**src/rtl/neuron_mac_ctrl.sv**
```systemverilog
// Single-neuron MAC controller: walks the weight/activation BRAMs, accumulates
// Q8.8 products, adds the bias, applies ReLU and saturation, emits one result per START.
module neuron_mac_ctrl #(
    parameter int N_INPUTS  = 28,
    parameter int DATA_W    = 16,
    parameter int FRAC_BITS = 8,
    parameter int ADDR_W    = 5,
    parameter int ACC_W     = 40
) (
    input  logic                     i_clk,
    input  logic                     i_rst,
    input  logic                     i_start,
    input  logic signed [DATA_W-1:0] i_bias,
    input  logic signed [DATA_W-1:0] i_w_do,
    input  logic signed [DATA_W-1:0] i_x_do,
    output logic                     o_mem_en,
    output logic        [ADDR_W-1:0] o_mem_addr,
    output logic                     o_busy,
    output logic        [DATA_W-1:0] o_y_out,
    output logic                     o_y_valid
);

    typedef enum logic [1:0] {
        S_IDLE,
        S_RUN,
        S_DRAIN,
        S_FINISH
    } state_t;

    localparam logic        [ADDR_W-1:0] LAST_RUN_ADDR = ADDR_W'(N_INPUTS - 2);
    localparam logic signed [ACC_W-1:0]  Y_MAX         = ACC_W'((1 << (DATA_W - 1)) - 1);

    state_t                    r_state;
    logic signed [ACC_W-1:0]   r_acc;
    logic        [ADDR_W-1:0]  r_addr;
    logic                      r_mem_en;
    logic                      r_busy;
    logic        [DATA_W-1:0]  r_y_out;
    logic                      r_y_valid;

    logic signed [2*DATA_W-1:0] w_prod;
    logic signed [ACC_W-1:0]    w_prod_ext;
    logic signed [ACC_W-1:0]    w_bias_sh;
    logic signed [ACC_W-1:0]    w_sum;

    // Drop the fraction (floor), clamp negatives to zero and large values to full scale
    function automatic logic [DATA_W-1:0] relu_sat(input logic signed [ACC_W-1:0] s);
        logic signed [ACC_W-1:0] r;
        r = s >>> FRAC_BITS;
        if (r < 0)
            relu_sat = '0;
        else if (r > Y_MAX)
            relu_sat = Y_MAX[DATA_W-1:0];
        else
            relu_sat = r[DATA_W-1:0];
    endfunction

    assign w_prod     = i_w_do * i_x_do;
    assign w_prod_ext = {{(ACC_W - 2*DATA_W){w_prod[2*DATA_W-1]}}, w_prod};
    assign w_bias_sh  = {{(ACC_W - DATA_W){i_bias[DATA_W-1]}}, i_bias} <<< FRAC_BITS;
    assign w_sum      = r_acc + w_bias_sh;

    // Read data always belongs to the address issued one edge earlier
    always_ff @(posedge i_clk) begin
        if (i_rst) begin
            r_state   <= S_IDLE;
            r_acc     <= '0;
            r_addr    <= '0;
            r_mem_en  <= 1'b0;
            r_busy    <= 1'b0;
            r_y_out   <= '0;
            r_y_valid <= 1'b0;
        end else begin
            r_y_valid <= 1'b0;
            case (r_state)
                S_IDLE: begin
                    if (i_start) begin
                        r_acc    <= '0;
                        r_addr   <= '0;
                        r_mem_en <= 1'b1;
                        r_busy   <= 1'b1;
                        r_state  <= S_RUN;
                    end
                end
                S_RUN: begin
                    r_acc  <= r_acc + w_prod_ext;
                    r_addr <= r_addr + 1'b1;
                    if (r_addr == LAST_RUN_ADDR)
                        r_state <= S_DRAIN;
                end
                S_DRAIN: begin
                    r_acc    <= r_acc + w_prod_ext;
                    r_mem_en <= 1'b0;
                    r_state  <= S_FINISH;
                end
                S_FINISH: begin
                    r_y_out   <= relu_sat(w_sum);
                    r_y_valid <= 1'b1;
                    r_busy    <= 1'b0;
                    r_state   <= S_IDLE;
                end
                default: r_state <= S_IDLE;
            endcase
        end
    end

    assign o_mem_en   = r_mem_en;
    assign o_mem_addr = r_addr;
    assign o_busy     = r_busy;
    assign o_y_out    = r_y_out;
    assign o_y_valid  = r_y_valid;

endmodule
```
**config.mk**
```make
export PLATFORM = sky130hd
export DESIGN_NAME = neuron_mac_ctrl
export DESIGN_NICKNAME = d
export VERILOG_FILES = /design/src/rtl/neuron_mac_ctrl.sv
export SDC_FILE = /design/constraint.sdc
export NUM_CORES = 1
export LEC_CHECK = 0
export ABC_AREA = 0
export CAP_MARGIN = 20
export CORE_MARGIN = 2
export CORE_UTILIZATION = 50
export CTS_BUF_LIST = sky130_fd_sc_hd__clkbuf_8
export DETAILED_ROUTE_END_ITERATION = 12
export PLACE_DENSITY = 0.68
export SETUP_SLACK_MARGIN = 0.4
export SYNTH_ARGS = -nofsm -noshare
export SYNTH_HDL_FRONTEND = slang
export SYNTH_SLANG_ARGS = --single-unit
```
**constraint.sdc**
```tcl
create_clock -name i_clk -period 17.6 [get_ports i_clk]
set_input_delay 3.52 -clock i_clk [delete_from_list [all_inputs] [get_ports i_clk]]
set_output_delay 3.52 -clock i_clk [all_outputs]
set_load 0.1 [all_outputs]
```
==> summary.md <==
| Metric | Value |
|---|---|
| Synth area leaders | fa_1, ha_1, inv_1 |
| Root buffer cell | clkbuf_8 |
| Status | completed |
| Final worst setup slack | 7180 ps |
| Post-Syn Instances | 1885 |
| Clock Skew | 13.2 ps |
| Routed vias | 12700 |
| Max-cap viol count | 0 |
| Top FF cell, synth | dfxtp_1 |
| Synthesis-to-finish area growth | 7.90% |
| Die ar. | 0.0347 mm^2 |
| Initial core utilization | 51.0% |
| Post_cts resized | 0 |
| Post-synth EDFFs | 0 |
| Drc violations | 0 |
| Nets | 2449 |
| RR Startpoint | r_acc[15]$_SDFFE_PP0P_ |
| Final period util | 59.2% |
| Post-synthesis sequential area ratio | 7.94% |
| Commonest cells post-synth | inv_1, fa_1, nand2_1 |
| Die Y | 186 um |
| Final wirelength | 39000 um |
| Max H-tree Level | 3 |
| Met3 Resource Use GR | 2.60% |
| Req. time, crit path | 17870 ps |
| Net Count, Synth | 2419 |
| Clock Latency Late Sink | 370 ps |
| Routability cong. | 0.873 |
| Setup slack at placement | 6840 ps |
| Grt total ovfl | 0 |
| Worst hold path startpoint | o_y_out[13]$_SDFFE_PP0P_ |
| Most frequent CP cell | fa_1 |
| Launching element type of the critical path | primary input |
| Die W | 186 um |
| Hold_ws | 488 ps |
| Clock transition at path regs | 80 ps |
| First-pass GRT wire length | 66100 um |
| Worst hold-check path type | flip-flop to flip-flop |
| Synth warnings | 0 |
| Post-route ant nets | 0 |
| Met1 Usage GRT | 30.2% |
| DP Wirelength | 33200 um |
| Area share of the largest cell type after synthesis | 39.8% |
| Max-slew violations | 0 |
| Flop-to-flop setup slack | 12040 ps |
| Num CTS Buffers | 9 |
| Gr busiest metal | met2 |
| Arrival @ worst endpoint | 10680 ps |
| Final critical-path required period | 10420 ps |
| Vias in the first global route | 13400 |
| Post-Syn Area | 0.0166 mm^2 |
| Ys async rst share | 0% |
| Detailed-route vias per instance | 5.39 |
| Postcts setup bufs | 0 |
| Critical path buffers and inverters | 6 |
| Worst Hold End | o_y_out[13]$_SDFFE_PP0P_ |
| Worst setup path category | primary input to flip-flop |
| Least-Margin Pin Slew | 1020 ps |
| CTS max path bufs | 2 |
| Syn avg cell area | 8.83 um^2 |
| Synthesized flop and latch total | 66 |
| CTS tree | yes |
| RSZ-0062 raised after global routing | no |
| Worst Setup End Kind | flip-flop |
| WL/cell | 16.5 um |
| Fmax | 96.0 MHz |
| Setup-failing EPs final | 0 |
| Core area | 0.0326 mm^2 |
| Core Rows | 66 |
| Slowest-stage cell, CP | clkdlybuf4s50_1 |
| Count of final hold-check violations | 0 |
| R2R Path End | r_acc[39]$_SDFFE_PP0P_ |
| Yosys cell types | 73 |
| Top Family by Delay on Critical Path | adder cells |
| Post-layout util | 55.0% |
| Boundary Pins | 75 |
| Biggest area consumer among synthesized cells | fa_1 |
| Pin count of the biggest net entering global routing | 38 |
| Worst r2r path cells | 18 |
| Clock sink count | 66 |
| Hold depth | 2 |
| Slew margin rel. | 31.0% |
| Cell chain of the critical path | clkdlybuf4s50_1 > nand2_1 > inv_1 > fa_1 > fa_1 > inv_1 > fa_1 > inv_1 > fa_1 > fa_1 > inv_1 > fa_1 > inv_1 > ha_1 > a21o_1 > a21oi_1 > o31ai_1 > a41oi_1 > nand2_1 > a221o_1 > a41o_1 > or3_1 > a32o_1 |
| Met2 layer usage reported by global route | 41.9% |
| Crit-path max FO | 16 |
| WP depth | 23 |
| Initial antenna violation count | 0 |
| TritonRoute pass-1 iters | 5 |
| Fraction of layout cells with a size suffix above 1 | 2.19% |
| CP max stage delay | 890 ps |
| I/O Buffers | 74 |
| Total GRT Usage | 23.4% |
| Most frequent cell after synthesis | inv_1 |
| Hold buffers post-CTS | 0 |
| Post-route setup TNS | 0 ps |
| Starting DRT DRC Count | 602 |
| Antenna diodes | 0 |
-- final cells by class --
cell class                 count  area [um^2]
clock buffer                   9          124
clock inverter                 7         83.8
fill                        2993        14700
inverter                     428         1610
multi-input combinational   1329        13500
sequential                    66         1320
tap                          442          553
timing repair buffer          81          793
-- how the worst max path moves through the flow --
stage,start,end,slack (ps)
CTS,i_w_do[15],r_acc[36]$_SDFFE_PP0P_,7220
floorplan,i_w_do[15],r_acc[36]$_SDFFE_PP0P_,7940
detailed placement,i_w_do[15],r_acc[36]$_SDFFE_PP0P_,6840
global route,i_w_do[15],r_acc[39]$_SDFFE_PP0P_,6650
finish,i_w_do[15],r_acc[36]$_SDFFE_PP0P_,7180
global placement,i_w_do[15],r_acc[36]$_SDFFE_PP0P_,6960
-- routing by layer --
| layer | part of all wire, % | vias up | wire (um) |
|---|---|---|---|
| met5 | 0 | - | 0 |
| met4 | 2.3 | 0 | 879 |
| met3 | 3.9 | 63 | 1530 |
| met2 | 52 | 292 | 20300 |
| met1 | 42 | 6429 | 16300 |
| li1 | - | 5957 | - |
-- metrics by stage --
stage | instance area (um^2) | cells
detailed placement | 17700 | 2346
floorplan | 16600 | 1885
global route | 18000 | 2362
global placement | 17700 | 2346
finish | 18000 | 2362
CTS | 18000 | 2362
-- cells by family after synthesis --
| family | after synthesis | share of synthesized area [%] |
|---|---|---|
| AOI/OAI and AO/OA | 286 | 11.7 |
| xor gates and xnor gates | 61 | 3.21 |
| adders and majority gates | 483 | 51.3 |
| buffers and inverters | 490 | 11.1 |
| DFF | 66 | 7.94 |
| muxes | 8 | 0.504 |
| and+or+nand+nor | 491 | 14.3 |
-- worst register-to-register path, delay by kind of cell, from the launching register on --
kind | cells | cell delay (ps)
compound gates | 6 | 1530
fa+ha+maj | 6 | 2820
buf+inv | 4 | 230
flops | 1 | 420
simple gates | 2 | 450
-- state kept, by name, indices dropped and copies added (netlist names) --
signal	flops
o_mem_addr	5
o_busy	1
r_acc	40
o_y_out	16
o_mem_en	1
o_y_valid	1
r_state	2
-- placed cells by master (no fill, tap or decap), types with 39 or more instances in the layout --
master,netlist,layout
o21ai_0,39,39
dfxtp_1,66,66
nand2_1,178,178
a21oi_1,65,65
nor2_1,98,98
ha_1,152,152
and2_1,118,118
clkdlybuf4s50_1,0,74
fa_1,331,331
inv_1,428,428
Power is not shown: default switching activity piles up to over one toggle a cycle in this logic, so the estimate is an artifact.
